File: config.mk
export PLATFORM = sky130hd
export DESIGN_NAME = arb_port_mux
export DESIGN_NICKNAME = d
export VERILOG_FILES = /design/src/rtl/arb_port_mux_pkg.sv /design/src/rtl/arb_port_mux_rr_arbiter.sv /design/src/rtl/arb_port_mux.sv
export SDC_FILE = /design/constraint.sdc
export NUM_CORES = 1
export LEC_CHECK = 0
export BUFFER_PORTS_ARGS = -buffer_cell sky130_fd_sc_hd__buf_2
export CORE_AREA = 8 8 228 230
export CTS_CLUSTER_SIZE = 40
export DETAILED_ROUTE_END_ITERATION = 8
export DIE_AREA = 0 0 236 238
export REMOVE_ABC_BUFFERS = 1
export SLEW_MARGIN = 20
export SYNTH_ARGS = -nofsm -noshare
export SYNTH_HDL_FRONTEND = slang
export SYNTH_SLANG_ARGS = --single-unit
File: constraint.sdc
create_clock -name clk -period 5.6 [get_ports clk]
set_input_delay 1.4 -clock clk [delete_from_list [all_inputs] [get_ports clk]]
set_output_delay 1.4 -clock clk [all_outputs]
set_load 0.01 [all_outputs]
File: src/rtl/arb_port_mux_pkg.sv
// arb_port_mux_pkg: FSM state encoding and port-index width helper shared by arb_port_mux and its consumers
package arb_port_mux_pkg;

    typedef enum logic {
        IDLE = 1'b0,
        LOCK = 1'b1
    } state_e;

    function automatic int port_w(input int n);
        return (n > 1) ? $clog2(n) : 1;
    endfunction

    localparam int PORT_W = port_w(16);

endpackage

File: src/rtl/arb_port_mux_rr_arbiter.sv
// rr_arbiter: round-robin arbiter; the pointer holds the last granted port and advances only on arb_round
module rr_arbiter
    import arb_port_mux_pkg::*;
#(
    parameter  int REQ_WIDTH = 16,
    localparam int PW        = port_w(REQ_WIDTH)
) (
    input  logic                 clk,
    input  logic                 rst_n,
    input  logic [REQ_WIDTH-1:0] req,
    input  logic                 arb_round,
    output logic [REQ_WIDTH-1:0] gnt,
    output logic [PW-1:0]        arb_port
);

    logic [PW-1:0] ptr_q, ptr_d;
    logic [PW-1:0] cand;
    int            start;
    int            idx;

    // Search from the port after the pointer; the descending loop leaves the nearest requester in arb_port
    always_comb begin
        start    = (int'(ptr_q) >= REQ_WIDTH - 1) ? 0 : int'(ptr_q) + 1;
        idx      = 0;
        cand     = '0;
        arb_port = '0;
        for (int i = REQ_WIDTH - 1; i >= 0; i--) begin
            idx  = start + i;
            idx  = (idx >= REQ_WIDTH) ? idx - REQ_WIDTH : idx;
            cand = PW'(idx);
            if (req[cand]) arb_port = cand;
        end
        gnt           = '0;
        gnt[arb_port] = |req;
        ptr_d         = arb_round ? arb_port : ptr_q;
    end

    // Pointer resets to all-ones so the lowest requesting port wins first
    always_ff @(posedge clk or negedge rst_n) begin
        if (!rst_n) ptr_q <= '1;
        else        ptr_q <= ptr_d;
    end

endmodule

File: src/rtl/arb_port_mux.sv
// arb_port_mux: packet-locked N:1 stream mux with registered output; ARB_PORT_MUX_BURST_LIMIT_EN caps beats per lock at MAX_BURST
module arb_port_mux
    import arb_port_mux_pkg::*;
#(
    parameter  int NUM_PORT   = 16,
    parameter  int DATA_WIDTH = 32,
    parameter  int MAX_BURST  = 16,
    localparam int PW         = port_w(NUM_PORT)
) (
    input  logic                           clk,
    input  logic                           rst_n,
    input  logic [NUM_PORT-1:0]            in_vld,
    input  logic [NUM_PORT*DATA_WIDTH-1:0] in_dat,
    input  logic [NUM_PORT-1:0]            in_last,
    output logic [NUM_PORT-1:0]            in_rdy,
    output logic                           out_vld,
    output logic [DATA_WIDTH-1:0]          out_dat,
    output logic                           out_last,
    output logic [PW-1:0]                  out_port,
    input  logic                           out_rdy
);

    state_e                state_q, state_d;
    logic [PW-1:0]         cur_port_q, cur_port_d;
    logic                  out_vld_q, out_vld_d;
    logic [DATA_WIDTH-1:0] out_dat_q, out_dat_d;
    logic                  out_last_q, out_last_d;
    logic [PW-1:0]         out_port_q, out_port_d;
    logic [DATA_WIDTH-1:0] dat_arr [NUM_PORT];
    logic [PW-1:0]         arb_port;
    logic                  arb_round;
    logic                  rdy_lock;
    logic                  acc;
    logic                  burst_end;

    for (genvar g = 0; g < NUM_PORT; g++) begin : g_unpack
        assign dat_arr[g] = in_dat[g*DATA_WIDTH +: DATA_WIDTH];
    end

    rr_arbiter #(.REQ_WIDTH(NUM_PORT)) u_arb (
        .clk       (clk),
        .rst_n     (rst_n),
        .req       (in_vld),
        .arb_round (arb_round),
        .gnt       (),
        .arb_port  (arb_port)
    );

    // Lock/arbitrate FSM, per-port ready and output register next-state
    always_comb begin
        state_d    = state_q;
        cur_port_d = cur_port_q;
        out_vld_d  = out_vld_q;
        out_dat_d  = out_dat_q;
        out_last_d = out_last_q;
        out_port_d = out_port_q;
        in_rdy     = '0;
        arb_round  = 1'b0;
        acc        = 1'b0;
        rdy_lock   = ~out_vld_q | out_rdy;
        if (state_q == IDLE) begin
            arb_round = |in_vld;
            if (|in_vld) begin
                state_d    = LOCK;
                cur_port_d = arb_port;
            end
        end else begin
            in_rdy[cur_port_q] = rdy_lock;
            acc                = in_vld[cur_port_q] & rdy_lock;
            if (acc & (in_last[cur_port_q] | burst_end)) state_d = IDLE;
        end
        if (acc) begin
            out_vld_d  = 1'b1;
            out_dat_d  = dat_arr[cur_port_q];
            out_last_d = in_last[cur_port_q];
            out_port_d = cur_port_q;
        end else if (out_rdy) begin
            out_vld_d  = 1'b0;
        end
    end

    // State and output registers
    always_ff @(posedge clk or negedge rst_n) begin
        if (!rst_n) begin
            state_q    <= IDLE;
            cur_port_q <= '0;
            out_vld_q  <= 1'b0;
            out_dat_q  <= '0;
            out_last_q <= 1'b0;
            out_port_q <= '0;
        end else begin
            state_q    <= state_d;
            cur_port_q <= cur_port_d;
            out_vld_q  <= out_vld_d;
            out_dat_q  <= out_dat_d;
            out_last_q <= out_last_d;
            out_port_q <= out_port_d;
        end
    end

`ifdef ARB_PORT_MUX_BURST_LIMIT_EN
    localparam int CW = $clog2(MAX_BURST + 1);

    logic [CW-1:0] cnt_q, cnt_d;

    // Beats accepted in the current lock; the MAX_BURST-th accept releases the lock
    always_comb begin
        cnt_d     = (state_q == IDLE) ? '0 : cnt_q + CW'(acc);
        burst_end = (cnt_q == CW'(MAX_BURST - 1));
    end

    // Beat counter register
    always_ff @(posedge clk or negedge rst_n) begin
        if (!rst_n) cnt_q <= '0;
        else        cnt_q <= cnt_d;
    end
`else
    assign burst_end = 1'b0;
`endif

    assign out_vld  = out_vld_q;
    assign out_dat  = out_dat_q;
    assign out_last = out_last_q;
    assign out_port = out_port_q;

endmodule
==> impl_metrics.ini <==
[outcome]
status = completed

[place]
place.port_buffers = 600
dpl.hpwl_mm = 42.61
dpl.cell_count = 1764
gp_congestion = 0.9218

[critical_path]
cp_common_cell = xnor2_2
critical-path-top-delay-family = XOR/XNOR gates
critPathMaxStageDelay_ns = 0.67
cp_cell_sequence = ha_1 -> xnor2_2 -> inv_2 -> xnor2_2 -> mux4_2 -> nor2b_1 -> nor2_1 -> a311o_1 -> a21o_1 -> a2111oi_1 -> nor3_1
required_ns = 5.80
slowest_stage = xnor2_2
arrival_ns = 4.64
cp-start-kind = flip-flop
worstSetupPathType = flip-flop to flip-flop
cp_max_fo = 14
end_kind = flip-flop
crit_buf_inv = 1

[sta]
grt_setup_unrepaired = no
fin_crit_ns = 4.444
fin_crit_sh = 0.7936
drv_slew = 0
setup_viol_count_final = 0
tightest_slew_ns = 0.9283
fmax_mhz = 225.0
slew_headroom = 0.3799
finClkSkew_ns = 0.01277
finalHoldViolCount = 0
fin_hold_ws_ns = 0.4905
finalSetupTns_ns = 0

[clock_tree]
cts_made_buffers = 5
post_cts_buffers = 0
cts_max_path_buffers = 2
root_buffer = clkbuf_16
cts.sink_count = 47
cts_tree = yes
clock_latency_ns = 0.33
hold_buffers = 0
cts_resized = 0
cts.clk_slew.worst_paths_ns = 0.09
ctsHtreeMaxLevel = 2

[grt]
track_usage = 0.1657
grt_max_degree = 87
antenna_found_initial = 17
overflow = 0
grt_pass1_wl_mm = 68.61
grt_pass1_vias = 9501

[synth]
yosys.area_share.simple = 0.06755
synth_top_family_by_area = multiplexers
avgSynthCellArea_um2 = 13.55
async_reset_ff_frac = 1.000
synth_compound_area_frac = 0.07619
ys_seq_elements = 47
yosysUniqueCellTypes = 63
synth-edff-count = 0
synth_area_um2 = 7965
syn_inst = 588
synthAdderAreaFrac = 0.01100
ys.flop_type = dfrtp_1
synthMuxAreaShare = 0.6429
ys_seq_area_frac = 0.1483
yosysWarnings = 0
synth_xor_area_frac = 0.01885

[floorplanning]
die_y_um = 238
core_area_um2 = 48340
dieArea_um2 = 56170
floorplan.rows = 81
io_pins = 601
start_util = 0.1648
die_w_um = 236

[hold_path]
hold_class = flip-flop to flip-flop

[power_and_ir_drop]
peakVddDrop_mv = 0.3567
p_per_area_nw_per_um2 = 707.4
p_leak_nw = 5.108
finalPower_mw = 8.338

[routing]
viasPerCell = 4.904
vias = 8709
drc_errors = 0
wire_per_inst_um = 27.66
ant_nets = 0
routed_wl_mm = 49.12
drt_first_pass_iters = 5
drt_iter0_markers = 596

[layout]
final_cell_mix = buf_2 (599), mux4_2 (190), mux2_2 (50)
syn_to_final_growth_pct = 47.97
drive_gt1_frac = 0.7685
finalNetCount = 1703
layout_commonest_cell = buf_2
nFillCells = 5087
final_cells = 1776
fin_util = 0.2438

[flow_run]
drv_cap = 0
[layout make-up]
| type | instances | area (um^2) | area share |
|---|---|---|---|
| well taps | 622 | 778.2 | 0.06603 |
| inverters | 9 | 33.78 | 0.002866 |
| repair buffers | 611 | 3100 | 0.2631 |
| clock inverters | 1 | 30.03 | 0.002548 |
| diodes | 5 | 12.51 | 0.001062 |
| flip-flops and latches | 47 | 1194 | 0.1013 |
| clock buffers | 6 | 128.9 | 0.01093 |
| multi-input cells | 475 | 6509 | 0.5522 |
[sequential cells by signal (all words and copies together) (netlist names)]
name	flops
out_vld	1
cur_port_q	4
state_q	1
u_arb.ptr_q	4
out_dat	32
out_port	4
out_last	1
[path summary, 6_finish.rpt]
kind                                startpoint            end  slack, ns  cells past startpoint
worst max-delay path            u_arb.ptr_q[1]  cur_port_q[1]       1.16                     11
worst min-delay path                  out_last       out_last       0.49                      1
worst max register to register  u_arb.ptr_q[1]  cur_port_q[1]       1.16                     11
worst min register to register        out_last       out_last       0.49                      1
max in group asynchronous                rst_n  cur_port_q[1]       3.84                      1
min in group asynchronous                rst_n     out_dat[2]       1.10                      1
[report_power, final]
part	switching, mW	leakage [nW]	internal, mW
clock network	0.181	0.0770	0.210
logic	3.77	4.49	3.33
registers	0.302	0.544	0.544
[routing by layer]
metal  share of wire  GRT usage
met5          0.0015          0
met4           0.024    0.04126
met3           0.072    0.04511
met2            0.52     0.2962
met1            0.38     0.1953
[kinds of logic (layout without fill, tap and decap cells)]
| family | Yosys count | count (layout) |
|---|---|---|
| flip-flops | 47 | 47 |
| AO/OA/AOI/OAI | 81 | 81 |
| multiplexers | 267 | 267 |
| buffers and inverters | 66 | 627 |
| adder cells (fa/ha/maj) | 7 | 7 |
| other | 0 | 5 |
| AND/OR/NAND/NOR | 108 | 108 |
| XOR/XNOR | 12 | 12 |
[cells in the mapped netlist, types with 5 or more instances]
cell type / instances / area (um^2)
mux2i_1: 25 / 250.2
a21o_1: 5 / 37.54
ha_1: 7 / 87.58
nor2_1: 35 / 131.4
dfrtp_1: 43 / 1076
a21boi_0: 5 / 37.54
mux4_2: 190 / 4279
mux2_2: 50 / 563.0
xnor2_1: 5 / 43.79
buf_1: 19 / 71.32
nand2_1: 20 / 75.07
nor2b_1: 10 / 62.56
nor4_1: 7 / 43.79
o21ai_0: 12 / 60.06
buf_4: 6 / 45.04
a21oi_1: 17 / 85.08
inv_1: 7 / 26.28
clkbuf_1: 29 / 108.9
nand2b_1: 6 / 37.54
nor3_1: 6 / 30.03
nand3_1: 9 / 45.04
[worst reg2reg max path: stages, from the launching register on]
cell,delay [ns]
dfstp_2,0.41
ha_1,0.31
xnor2_2,0.67
inv_2,0.30
xnor2_2,0.58
mux4_2,0.49
nor2b_1,0.24
nor2_1,0.14
a311o_1,0.37
a21o_1,0.18
a2111oi_1,0.51
nor3_1,0.12
[through the flow]
stage / worst slack (ns) / instance area, um^2
global route: 0.8809 / 11780
floorplan: -2.272 / 7719
CTS: 1.141 / 11770
finish: 1.156 / 11790
global placement: 1.239 / 11610
detailed placement: 1.178 / 11610
Note: power is estimated with default switching activity, not from simulation.
